--- config.mk ---
export PLATFORM = sky130hd
export DESIGN_NAME = keystroke_buffer_flat
export DESIGN_NICKNAME = d
export VERILOG_FILES = /design/src/rtl/keytype_pkg.sv /design/src/rtl/keystroke_buffer_if.sv /design/src/rtl/keystroke_ram.sv /design/src/rtl/keystroke_buffer.sv /design/src/flat_wrapper.sv
export SDC_FILE = /design/constraint.sdc
export NUM_CORES = 1
export LEC_CHECK = 0
export ABC_CLOCK_PERIOD_IN_PS = 5500
export CAP_MARGIN = 20
export CORE_MARGIN = 4
export CORE_UTILIZATION = 40
export CTS_CLUSTER_SIZE = 24
export DETAILED_ROUTE_END_ITERATION = 7
export GPL_TIMING_DRIVEN = 0
export PLACE_DENSITY = 0.53
export REMOVE_ABC_BUFFERS = 1
export SLEW_MARGIN = 20
export SYNTH_ARGS = -nofsm -noshare
export SYNTH_HDL_FRONTEND = slang
export SYNTH_SLANG_ARGS = --single-unit
export TNS_END_PERCENT = 50
--- constraint.sdc ---
create_clock -name clk -period 5.5 [get_ports clk]
set_input_delay 0.825 -clock clk [delete_from_list [all_inputs] [get_ports clk]]
set_output_delay 0.825 -clock clk [all_outputs]
set_load 0.01 [all_outputs]
--- src/rtl/keytype_pkg.sv ---
// Keystroke types shared by the keyboard debouncer and the keystroke buffer.
// Holds the key byte type and the special key codes both ends agree on.
package keytype_pkg;

    typedef logic [7:0] key_byte_t;

    localparam key_byte_t KEY_RELEASED  = 8'h00;
    localparam key_byte_t KEY_BACKSPACE = 8'h08;

endpackage

--- src/rtl/keystroke_buffer_if.sv ---
// Keystroke buffer bus: debouncer-side strobe, downstream valid/ready, status.
// slave = buffer side; master = producer/consumer side driving it.
interface keystroke_buffer_if #(
    parameter int DEPTH = 16
);
    import keytype_pkg::*;

    key_byte_t                      keyByte;
    logic                           keyReady;
    key_byte_t                      outByte;
    logic                           outValid;
    logic                           outReady;
    logic [$clog2(DEPTH+1)-1:0]     count;
    logic                           full;
    logic                           overflow;
    logic                           clearOverflow;

    modport slave (
        input  keyByte, keyReady, outReady, clearOverflow,
        output outByte, outValid, count, full, overflow
    );

    modport master (
        output keyByte, keyReady, outReady, clearOverflow,
        input  outByte, outValid, count, full, overflow
    );

endinterface

--- src/rtl/keystroke_ram.sv ---
// Keystroke storage: DEPTH x key_byte_t, sync write, async read, no reset.
// Ports: clk, we/waddr/wdata write port, raddr/rdata read port.
module keystroke_ram
    import keytype_pkg::*;
#(
    parameter int DEPTH = 16,
    parameter int AW    = $clog2(DEPTH)
)(
    input  logic          clk,
    input  logic          we,
    input  logic [AW-1:0] waddr,
    input  key_byte_t     wdata,
    input  logic [AW-1:0] raddr,
    output key_byte_t     rdata
);

    key_byte_t mem [DEPTH];

    always_ff @(posedge clk) begin
        if (we) begin
            mem[waddr] <= wdata;
        end
    end

    assign rdata = mem[raddr];

endmodule

--- src/rtl/keystroke_buffer.sv ---
// Keystroke FIFO with zero-drop, backspace editing and sticky overflow.
// Ports: clk, RST (sync, active-high), bus (keystroke_buffer_if.slave).
module keystroke_buffer
    import keytype_pkg::*;
#(
    parameter int        DEPTH            = 16,
    parameter bit        DROP_ZERO        = 1'b1,
    parameter bit        ENABLE_BACKSPACE = 1'b1,
    parameter key_byte_t BACKSPACE_CODE   = KEY_BACKSPACE
)(
    input  logic                clk,
    input  logic                RST,
    keystroke_buffer_if.slave   bus
);

    localparam int PW = $clog2(DEPTH);
    localparam int CW = $clog2(DEPTH+1);

    typedef logic [PW-1:0] ptr_t;
    typedef logic [CW-1:0] cnt_t;

    localparam cnt_t DEPTH_C = cnt_t'(DEPTH);

    if (DEPTH < 2 || (DEPTH & (DEPTH - 1)) != 0) begin : g_bad_depth
        $error("keystroke_buffer: DEPTH must be a power of 2, >= 2");
    end

    ptr_t rd_ptr;
    ptr_t wr_ptr;
    cnt_t cnt;
    logic ovf;

    logic pop;
    cnt_t avail;
    logic ignore;
    logic bksp;
    logic push;
    logic wr_en;
    logic drop;
    logic erase;

    // Pop is resolved first so the key event sees the post-pop occupancy.
    always_comb begin
        pop    = (cnt != '0) && bus.outReady;
        avail  = cnt - cnt_t'(pop);
        ignore = !bus.keyReady
               || (DROP_ZERO && bus.keyByte == KEY_RELEASED);
        bksp   = !ignore && ENABLE_BACKSPACE
               && bus.keyByte == BACKSPACE_CODE;
        push   = !ignore && !bksp;
        wr_en  = push && (avail < DEPTH_C) && !RST;
        drop   = push && (avail >= DEPTH_C);
        // Erasing only touches entries not leaving this cycle.
        erase  = bksp && (avail != '0);
    end

    always_ff @(posedge clk) begin
        if (RST) begin
            rd_ptr <= '0;
            wr_ptr <= '0;
            cnt    <= '0;
            ovf    <= 1'b0;
        end else begin
            if (pop) begin
                rd_ptr <= rd_ptr + ptr_t'(1);
            end
            if (wr_en) begin
                wr_ptr <= wr_ptr + ptr_t'(1);
                cnt    <= avail + cnt_t'(1);
            end else if (erase) begin
                wr_ptr <= wr_ptr - ptr_t'(1);
                cnt    <= avail - cnt_t'(1);
            end else begin
                cnt    <= avail;
            end
            if (drop) begin
                ovf <= 1'b1;
            end else if (bus.clearOverflow) begin
                ovf <= 1'b0;
            end
        end
    end

    keystroke_ram #(
        .DEPTH (DEPTH)
    ) u_ram (
        .clk   (clk),
        .we    (wr_en),
        .waddr (wr_ptr),
        .wdata (bus.keyByte),
        .raddr (rd_ptr),
        .rdata (bus.outByte)
    );

    assign bus.outValid = (cnt != '0);
    assign bus.count    = cnt;
    assign bus.full     = (cnt == DEPTH_C);
    assign bus.overflow = ovf;

endmodule

--- src/flat_wrapper.sv ---
// flat-port wrapper written by rule: the top's interface ports become plain ports
module keystroke_buffer_flat import keytype_pkg::*;
#(
    parameter int        DEPTH            = 16,
    parameter bit        DROP_ZERO        = 1'b1,
    parameter bit        ENABLE_BACKSPACE = 1'b1,
    parameter key_byte_t BACKSPACE_CODE   = KEY_BACKSPACE
)
  (clk, RST, bus_keyByte, bus_keyReady, bus_outReady, bus_clearOverflow, bus_outByte, bus_outValid, bus_count, bus_full, bus_overflow);
  keystroke_buffer_if #(.DEPTH(DEPTH)) bus_i ();
  input  logic clk;
  input  logic RST;
  input wire logic [$bits(bus_i.keyByte)-1:0] bus_keyByte;
  input wire logic [$bits(bus_i.keyReady)-1:0] bus_keyReady;
  input wire logic [$bits(bus_i.outReady)-1:0] bus_outReady;
  input wire logic [$bits(bus_i.clearOverflow)-1:0] bus_clearOverflow;
  output wire logic [$bits(bus_i.outByte)-1:0] bus_outByte;
  output wire logic [$bits(bus_i.outValid)-1:0] bus_outValid;
  output wire logic [$bits(bus_i.count)-1:0] bus_count;
  output wire logic [$bits(bus_i.full)-1:0] bus_full;
  output wire logic [$bits(bus_i.overflow)-1:0] bus_overflow;
  assign bus_i.keyByte = bus_keyByte;
  assign bus_i.keyReady = bus_keyReady;
  assign bus_i.outReady = bus_outReady;
  assign bus_i.clearOverflow = bus_clearOverflow;
  assign bus_outByte = bus_i.outByte;
  assign bus_outValid = bus_i.outValid;
  assign bus_count = bus_i.count;
  assign bus_full = bus_i.full;
  assign bus_overflow = bus_i.overflow;
  keystroke_buffer #(.DEPTH(DEPTH), .DROP_ZERO(DROP_ZERO), .ENABLE_BACKSPACE(ENABLE_BACKSPACE), .BACKSPACE_CODE(BACKSPACE_CODE)) u_core (.clk(clk), .RST(RST), .bus(bus_i));
endmodule
==> run summary, run 1 <==
GPL Wtd Cong -> 0.7298
First-pass DRT Iterations -> 6
Post-synth EDFFs -> 128
Setup WS post-layout -> 0.8982 ns
Post-CTS sizing -> 0
Clock-pin slew on the worst setup and hold paths -> 0.06 ns
Post-synthesis cell area -> 6017 µm²
CTS Hold Bufs -> 0
Fmax -> 217.3 MHz
Cell Rows -> 44
Cell Chain, Critical Path -> clkdlybuf4s50_1 > a21boi_1 > ha_1 > ha_1 > nor3b_4 > xnor2_2 > nor3_4 > inv_2 > or3_4 > nor2_1
Final nets -> 391
Ranking of synthesized cells by area -> edfxtp_1 (64%), mux4_2 (15%), dfxtp_1 (6.0%), ha_1 (1.7%), nor2_1 (1.1%)
DR WL met2 -> 6.051 mm
YS warnings -> 0
Hpwl dp -> 8.116 mm
Cell count after synthesis -> 325
Period utilisation layout -> 0.8367
Uppermost routed layer -> met5
Met3 routed WL -> 711 µm
Final setup vio count -> 0
Hold slack -> 0.5597 ns
Sinks on Clock Net -> 146
Clock Tree Buf Depth -> 2
Hold Vio Cnt, Final -> 0
DP Worst Slack -> 0.4379 ns
Ant. Diodes -> 0
Critical path's most frequent cell -> ha_1
Worst Hold Class -> register to register
Critical path data required time -> 5.53 ns
Initial antenna violation count -> 1
CP Class -> input port to register
Worst slew pin tran -> 1.126 ns
Total Power -> 3.163 mW
CTS tree -> yes
Number of global-route vias before repair -> 3116
Global-route wire length before repair -> 18.91 mm
VDD IR max -> 0.2211 mV
RSZ-0062 raised after global routing -> no
Setup Buffers After CTS -> 0
DRT antenna net count -> 0
Most common cell in the netlist -> edfxtp_1
Root Driver -> clkbuf_16
Post-layout min period -> 4.602 ns
Yosys reg bits -> 146
Slew headroom -> 0.2467
Post-synthesis sequential area ratio -> 0.6987
Initial DRC Count -> 235
Leak -> 2.352 nW
Die H -> 130.7 µm
Pwr Density -> 435.7 nW/µm²
Later-pin clock latency in the skew report -> 0.42 ns
Post-synth top cells -> edfxtp_1 (128), mux4_2 (40), dfxtp_1 (18), nor2_1 (18), nor3_1 (9)
Synth Flop Type -> edfxtp_1
Total Wirelength -> 12.73 mm
Largest net degree at the start of global routing -> 33
CP endpoint kind -> register
Async SR Flop Fraction -> 0
Gr usage total -> 0.1586
Layout Skew -> 0.008223 ns
Status -> finished clean
Syn Area/Cell -> 18.51 µm²
Max-slew violation count -> 0
Max cap viols -> 0
Metal-1 WL -> 5.669 mm
Vias -> 3122
Avg Vias per Cell -> 5.516
IO Port Bufs -> 28
CP peak stage delay -> 0.85 ns
Slowest CP cell -> nor2_1
Area of the die -> 17070 µm²
Post-synth top area share -> 0.6388
CTS H-tree lvls -> 4
Yosys top cell by area -> edfxtp_1
DRC -> 0
Layout cells sized above 1 -> 0.2723
Startpoint types -> input port
Starting Density -> 0.4109
Maximum fanout along the worst path -> 14
Routed len/inst -> 22.49 µm
TritonCTS Buffers -> 17
Chip width -> 130.7 µm
Core Box Area -> 14640 µm²
Number of top-level pins -> 29
Library cells used by synthesis -> 50
GRT overflow -> 0
CP arrival -> 4.63 ns
Area grow syn2layout -> 20.65%
-- critical path, delay by kind of cell --
kind / cells / cell delay, ns
xor+xnor: 1 / 0.16
compound gates: 1 / 0.46
simple gates: 4 / 1.98
fa+ha+maj: 2 / 0.54
buf+inv: 2 / 0.66
-- stage by stage --
stage | std cells | instance area, µm² | setup TNS (ns) | utilization
after floorplan | 311 | 5959 | 0 | -
after global placement | 523 | 6470 | -4.815 | 0.4418
after detailed placement | 533 | 6621 | 0 | 0.4522
after CTS | 565 | 7248 | 0 | 0.4950
after global routing | 566 | 7259 | 0 | 0.4957
final | 566 | 7259 | 0 | 0.4957
-- cell type report --
| type | count | area [µm²] |
|---|---|---|
| Multi-Input combinational cell | 156 | 1763 |
| Clock buffer | 27 | 598.1 |
| Fill cell | 1197 | 7385 |
| Inverter | 9 | 33.78 |
| Clock inverter | 5 | 28.78 |
| Sequential cell | 146 | 4209 |
| Tap cell | 184 | 230.2 |
| Timing Repair Buffer | 39 | 396.6 |
-- state kept, by name (all words and copies together), names as in the netlist, named ones only --
| name | cells |
|---|---|
| u_core.u_ram.mem | 128 |
| u_core.rd_ptr | 4 |
| u_core.bus.overflow | 1 |
| u_core.wr_ptr | 4 |
| u_core.bus.count | 5 |
-- layout by cell type (no fill, tap or decap), drive strengths merged, types with 2 or more instances in the layout --
master and instances:
and3 2, nor4 4, dfxtp 18, ha 8, edfxtp 128, a21oi 6
clkdlybuf4s50 28, nand2 7, nand2b 5, mux2 2, a211o 2, a22oi 2
clkinv 3, xor2 4, mux2i 3, clkbuf 27, nand4 2, inv 10
or3 2, nor2 18, a21boi 2, mux4 40, nor3 10, buf 11
and2 3, nor3b 5, nor2b 3, o21ai 4, nand3b 2, xnor2 2
nand3 6
-- where the power goes --
group | switching (mW) | internal [mW]
clock | 0.423 | 0.744
sequential | 0.100 | 1.26
combinational | 0.283 | 0.351
total | 0.807 | 2.36
-- layer usage --
layer	track usage	up-vias
met4	0.06594	2
met2	0.2378	80
li1	-	1401
met1	0.2189	1617
met3	0.04593	22
met5	0	-
-- path summary, 6_finish.rpt --
kind,start,to,slack [ns],depth (start not counted)
worst max register to register,u_core.bus.count[2],u_core.u_ram.mem[12][6],1.06,10
worst min register to register,u_core.rd_ptr[3],register,0.56,2
worst min-delay path,u_core.rd_ptr[3],register,0.56,2
worst max-delay path,bus_outReady,u_core.u_ram.mem[12][6],0.90,10
-- logic make-up (layout without fill, tap and decap cells) --
| group | Yosys count | in the layout | synth area share |
|---|---|---|---|
| adder cells (fa/ha/maj) | 9 | 9 | 0.01996 |
| flip-flops | 146 | 146 | 0.6987 |
| buffers and inverters | 23 | 80 | 0.01518 |
| AO/OA/AOI/OAI | 26 | 26 | 0.03036 |
| AND/OR/NAND/NOR | 70 | 70 | 0.06737 |
| XOR/XNOR | 6 | 6 | 0.009982 |
| multiplexers | 45 | 45 | 0.1585 |
Note: power is estimated with default switching activity, not from simulation.
==> run 2, diff against run 1 <==
Settings changed: ABC_CLOCK_PERIOD_IN_PS 5500 to 4600.
Clock period 5.5 ns to 4.6 ns, I/O delays scaled along.
==> run 2 against run 1 <==
Compared with the run above: global-route usage stayed put; utilization up 0.077 points; worst hold slack gained 0.00076 ns; clock skew hardly changed; sequential power increased by 20%; count of clock-buffer cells in the layout unchanged; final cell count is the same; design area grew 0.16%; non-clock buffer count is the same; combinational power increased by 20%; die area did not move; clock power up 19%; critical endpoint is now u_core.u_ram.mem[0][2].
==> run summary, run 2 (synthesis gave the netlist of run 1 again) <==
CP peak stage delay -> 0.47 ns (-0.38 ns)
Post-layout min period -> 4.239 ns
Total Wirelength -> 12.71 mm (-0.16%)
Setup WS post-layout -> 0.3612 ns (-0.5369 ns)
Later-pin clock latency in the skew report -> 0.42 ns (about the same)
Fin area -> 7271 µm² (+0.16%)
Met3 routed WL -> 690 µm (-3.0%)
Max cap viols -> 0 (unchanged)
VDD IR max -> 0.2799 mV (+27%)
Hpwl dp -> 8.116 mm (unchanged)
GPL Wtd Cong -> 0.7298 (unchanged)
Avg Vias per Cell -> 5.511 (about the same)
Worst Hold Class -> register to register
CP arrival -> 4.36 ns (-0.27 ns)
CP delay by family, top -> simple AND/OR/NAND/NOR gates
Slew headroom -> 0.2291 (-0.01757)
Final setup vio count -> 0 (unchanged)
CP Class -> input port to register
Gr usage total -> 0.1586 (unchanged)
Metal-1 WL -> 5.625 mm (-0.78%)
RSZ-0062 raised after global routing -> no
DRT antenna net count -> 0 (unchanged)
TritonCTS Buffers -> 17 (unchanged)
CTS tree -> yes
Register area -> 4209 µm² (unchanged)
DP Worst Slack -> -0.3271 ns (-0.7650 ns)
DR WL met2 -> 6.082 mm (+0.51%)
GRT overflow -> 0 (unchanged)
Top reg by flops -> u_core.u_ram.mem
IO Port Bufs -> 28 (unchanged)
Number of top-level pins -> 29 (unchanged)
CP endpoint kind -> register
Setup TNS Final -> 0 ns (unchanged)
Initial antenna violation count -> 1 (unchanged)
Core Box Area -> 14640 µm² (unchanged)
Startpoint types -> input port
Status -> finished clean
Number of global-route vias before repair -> 3116 (unchanged)
Cell Chain, Critical Path -> clkdlybuf4s50_1 > a21boi_1 > ha_1 > ha_1 > nor3b_4 > xnor2_2 > nor3_4 > inv_2 > or3_4 > nor3_2 > buf_6
Routed len/inst -> 22.45 µm (-0.16%)
Period utilisation layout -> 0.9215
Layout cells sized above 1 -> 0.2775 (+0.005236)
Global-route wire length before repair -> 18.91 mm (unchanged)
Layout Skew -> 0.008162 ns (-0.00006070 ns)
Hold Vio Cnt, Final -> 0 (unchanged)
Area grow syn2layout -> 20.84%
Root Driver -> clkbuf_16
Die H -> 130.7 µm (unchanged)
Sinks on Clock Net -> 146 (unchanged)
Placed cell area -> 6621 µm² (unchanged)
Uppermost routed layer -> met5
Starting Density -> 0.4109 (unchanged)
Max reg flops -> 128 (unchanged)
Chip width -> 130.7 µm (unchanged)
Final nets -> 391 (unchanged)
Fmax -> 235.9 MHz
WP buf/inv -> 3 (+1)
Critical path data required time -> 4.72 ns (-0.81 ns)
Final Non-Filler Cells -> 566 (unchanged)
Cell Rows -> 44 (unchanged)
Slowest CP cell -> nor3_4
Filler instances -> 1195 (-0.17%)
Leak -> 2.352 nW (about the same)
Initial DRC Count -> 250 (+6.4%)
Clock-pin slew on the worst setup and hold paths -> 0.06 ns (about the same)
Hold slack -> 0.5605 ns (+0.0007590 ns)
DRC -> 0 (unchanged)
Reg2Reg Setup Slack -> 0.39 ns (-0.67 ns)
Vias -> 3119 (-0.096%)
Final core occ -> 0.4965 (+0.0007690)
Post-Place Cells -> 533 (unchanged)
Largest net degree at the start of global routing -> 33 (unchanged)
Critical path's most frequent cell -> ha_1
Setup Buffers After CTS -> 0 (unchanged)
Area of the die -> 17070 µm² (unchanged)
Total Power -> 3.784 mW (+20%)
Clock Tree Buf Depth -> 2 (unchanged)
Area of the multi-input gates -> 1774 µm² (+0.64%)
Pwr Density -> 520.4 nW/µm² (+19%)
Max-slew violation count -> 0 (unchanged)
First-pass DRT Iterations -> 4 (-2)
Most common cell after layout, fill and taps aside -> edfxtp_1
CTS H-tree lvls -> 4 (unchanged)
Commonest non-fill, non-tap cells in the layout -> edfxtp_1 (128), mux4_2 (40), clkdlybuf4s50_1 (28)
Ant. Diodes -> 0 (unchanged)
Worst slew pin tran -> 1.152 ns (+0.02626 ns)
Maximum fanout along the worst path -> 14 (unchanged)
-- run 2: cell counts in the layout (fill, tap and decap cells not counted) --
No cell type changed its count.
-- run 2: worst reg2reg max path, stage by stage, from the launching register on --
cell      delay [ns]
dfxtp_1         0.39
nor4_1          0.51
a21boi_1        0.29
ha_1            0.28
ha_1            0.24
nor3b_4         0.18
xnor2_2         0.21
nor3_4          0.47
inv_2           0.23
or3_4           0.43
nor3_2          0.46
buf_6           0.22
-- run 2: cell type report --
class                      instances  share of cell area
clock buffer                      27             0.08226
clock inverter                     5            0.003958
inverter                           9            0.004646
multi-input combinational        156              0.2440
sequential                       146              0.5789
tap                              184             0.03166
timing repair buffer              39             0.05455
-- run 2: what timing repair did --
action                     in CTS  in global routing
setup endpoints to repair       0                 24
hold buffers                    0                  0
gates resized for setup         0                  3
-- run 2: where the power goes --
part / switching (mW) / internal, mW
logic: 0.341 / 0.422
registers: 0.120 / 1.51
clock network: 0.504 / 0.890
total: 0.965 / 2.82
-- run 2: routing by layer --
metal  vias up  GRT usage
li1       1399          -
met1      1619     0.2189
met2        75     0.2378
met3        24    0.04593
met4         2    0.06594
met5         -          0
-- run 2: worst paths after layout --
check / startpoint / end / cells after the start
worst max-delay path: bus_outReady / u_core.u_ram.mem[0][2] / 11
worst min-delay path: u_core.rd_ptr[3] / register / 2
worst max register to register: u_core.bus.count[3] / u_core.u_ram.mem[0][2] / 11
worst min register to register: u_core.rd_ptr[3] / register / 2
==> run 3, diff against run 2 <==
Settings changed: SLEW_MARGIN 20 to not set.
==> run 3 against run 2 <==
Compared with the run above: via count shrank 2.4%; worst setup slack better by 0.0023 ns; die area unchanged; global-route usage up 0.052 points; final cell count decreased by 0.53%; register-to-register slack gained 0.02 ns; utilization is 0.64 points lower; critical path type unchanged; largest cell class unchanged; largest power group unchanged; highest routed layer unchanged.
==> run summary, run 3 (synthesis gave the netlist of run 1 again) <==
Startpoint types -> input port
Uppermost routed layer -> met5
Area of the die -> 17070 µm² (unchanged)
CP peak stage delay -> 0.94 ns (+0.47 ns)
Slowest CP cell -> nor2_1
Critical path's most frequent cell -> ha_1
Final Non-Filler Cells -> 563 (-0.53%)
Worst slew pin tran -> 1.175 ns (+0.02334 ns)
Ant. Diodes -> 0 (unchanged)
Status -> finished clean
IO Port Bufs -> 28 (unchanged)
Reg2Reg Setup Slack -> 0.41 ns (+0.02 ns)
Layout Skew -> 0.01197 ns (+0.003812 ns)
Worst hold stages -> 2 (unchanged)
Slew headroom -> 0.2135 (-0.01561)
VDD IR max -> 0.2422 mV (-13%)
Post-layout min period -> 4.236 ns (-0.002283 ns)
Cell Rows -> 44 (unchanged)
Hpwl dp -> 8.032 mm (-1.0%)
Critical path data required time -> 4.62 ns (-0.10 ns)
Initial antenna violation count -> 1 (unchanged)
Hold Vio Cnt, Final -> 0 (unchanged)
DRT antenna net count -> 0 (unchanged)
Chip width -> 130.7 µm (unchanged)
Initial DRC Count -> 250 (unchanged)
TritonCTS Buffers -> 17 (unchanged)
Total Wirelength -> 12.65 mm (-0.45%)
Sinks on Clock Net -> 146 (unchanged)
CP delay by family, top -> simple AND/OR/NAND/NOR gates
First-pass DRT Iterations -> 5 (+1)
Root Driver -> clkbuf_16
CP endpoint kind -> register
Vias -> 3044 (-2.4%)
Clock Tree Buf Depth -> 2 (unchanged)
Final nets -> 388 (-0.77%)
Top reg by flops -> u_core.u_ram.mem
Later-pin clock latency in the skew report -> 0.42 ns (about the same)
GRT overflow -> 0 (unchanged)
Gr usage total -> 0.1591 (+0.0005183)
Critical R2R Launch -> u_core.bus.count[3]
GPL Wtd Cong -> 0.7298 (unchanged)
DRC -> 0 (unchanged)
CTS Hold Bufs -> 0 (unchanged)
Hold slack -> 0.5532 ns (-0.007334 ns)
Metal-1 WL -> 5.453 mm (-3.1%)
Max-slew violation count -> 0 (unchanged)
Avg Vias per Cell -> 5.407 (-1.9%)
Max cap viols -> 0 (unchanged)
Fmax -> 236.0 MHz (about the same)
Setup Buffers After CTS -> 0 (unchanged)
Routed len/inst -> 22.47 µm (about the same)
Number of global-route vias before repair -> 3147 (+0.99%)
CTS H-tree lvls -> 4 (unchanged)
Period utilisation layout -> 0.9210 (about the same)
DR WL met2 -> 6.345 mm (+4.3%)
Commonest non-fill, non-tap cells in the layout -> edfxtp_1 (128), mux4_2 (40), clkdlybuf4s50_1 (28)
Maximum fanout along the worst path -> 14 (unchanged)
Starting Density -> 0.4109 (unchanged)
RSZ-0062 raised after global routing -> no
Layout cells sized above 1 -> 0.2612 (-0.01627)
Area grow syn2layout -> 19.28%
WP buf/inv -> 1 (-2)
Leak -> 2.292 nW (-2.6%)
CP arrival -> 4.26 ns (-0.10 ns)
Worst Hold Class -> register to register
Global-route wire length before repair -> 19.01 mm (+0.54%)
Worst reg-to-reg path cell count -> 9 (-2)
Post-CTS sizing -> 0 (unchanged)
Pwr Density -> 513.1 nW/µm² (-1.4%)
Max reg flops -> 128 (unchanged)
RR Endpoint -> u_core.u_ram.mem[7][7]
Die H -> 130.7 µm (unchanged)
Largest net degree at the start of global routing -> 33 (unchanged)
Setup TNS Final -> 0 ns (unchanged)
Core Box Area -> 14640 µm² (unchanged)
CP Class -> input port to register
Hold Startpoint -> u_core.rd_ptr[3]
Cell Chain, Critical Path -> clkdlybuf4s50_1 > a21boi_1 > ha_1 > ha_1 > nor3b_4 > xnor2_2 > nor3_4 > nand3b_1 > nor2_1
Final setup vio count -> 0 (unchanged)
Most common cell after layout, fill and taps aside -> edfxtp_1
CTS tree -> yes
Clock-pin slew on the worst setup and hold paths -> 0.06 ns (about the same)
Met3 routed WL -> 765 µm (+11%)
Number of top-level pins -> 29 (unchanged)
Post-Place Cells -> 531 (-0.38%)
run 3: cell types whose count changed in the layout (fill, tap and decap cells not counted), sizes merged:
| cell | before | now |
|---|---|---|
| clkinv | 3 | 8 |
| inv | 10 | 9 |
| clkinvlp | 1 | 2 |
| clkbuf | 27 | 20 |
| buf | 11 | 8 |
| bufinv | 0 | 2 |
run 3: final cells by class:
type | instances | area (µm²)
Clock buffer | 20 | 436.7
Fill cell | 1209 | 7467
Tap cell | 184 | 230.2
Multi-Input combinational cell | 156 | 1774
Clock inverter | 12 | 116.4
Timing Repair Buffer | 36 | 379.1
Sequential cell | 146 | 4207
Inverter | 9 | 33.78
run 3: per-layer routing:
layer / global-route usage / up-vias
li1: - / 1396
met1: 0.2181 / 1563
met2: 0.2459 / 77
met3: 0.04187 / 6
met4: 0.06050 / 2
met5: 0 / -
run 3: worst reg2reg max path: stages, from the launching register on:
cell and delay [ns]:
dfxtp_1 0.39, nor4_1 0.51, a21boi_1 0.30, ha_1 0.29, ha_1 0.25, nor3b_4 0.18
xnor2_2 0.21, nor3_4 0.45, nand3b_1 0.27, nor2_1 0.94
run 3: power by group:
part / switching [mW] / internal, mW
combinational: 0.347 / 0.427
sequential: 0.112 / 1.51
clock: 0.502 / 0.789
run 3: worst max-delay path by stage:
stage | end | slack [ns] | depth (start not counted) | from
after floorplan | u_core.u_ram.mem[0][0] | 0.89 | 9 | bus_outReady
after global placement | u_core.u_ram.mem[5][2] | -1.18 | 9 | bus_outReady
after detailed placement | u_core.u_ram.mem[12][2] | -0.37 | 10 | bus_outReady
after CTS | u_core.u_ram.mem[12][4] | 0.07 | 10 | bus_outReady
after global routing | u_core.u_ram.mem[0][1] | 0.04 | 11 | u_core.bus.count[2]
final | u_core.u_ram.mem[7][7] | 0.36 | 9 | bus_outReady
run 3: per-stage QoR:
stage,setup slack [ns],cell area [µm²],util,total power [mW]
floorplan,0.8911,5959,-,2.129
global placement,-1.182,6470,0.4418,2.405
detailed placement,-0.3713,6613,0.4516,2.428
CTS,0.07343,7166,0.4893,3.721
global route,0.03570,7177,0.4901,3.861
finish,0.3635,7177,0.4901,3.682
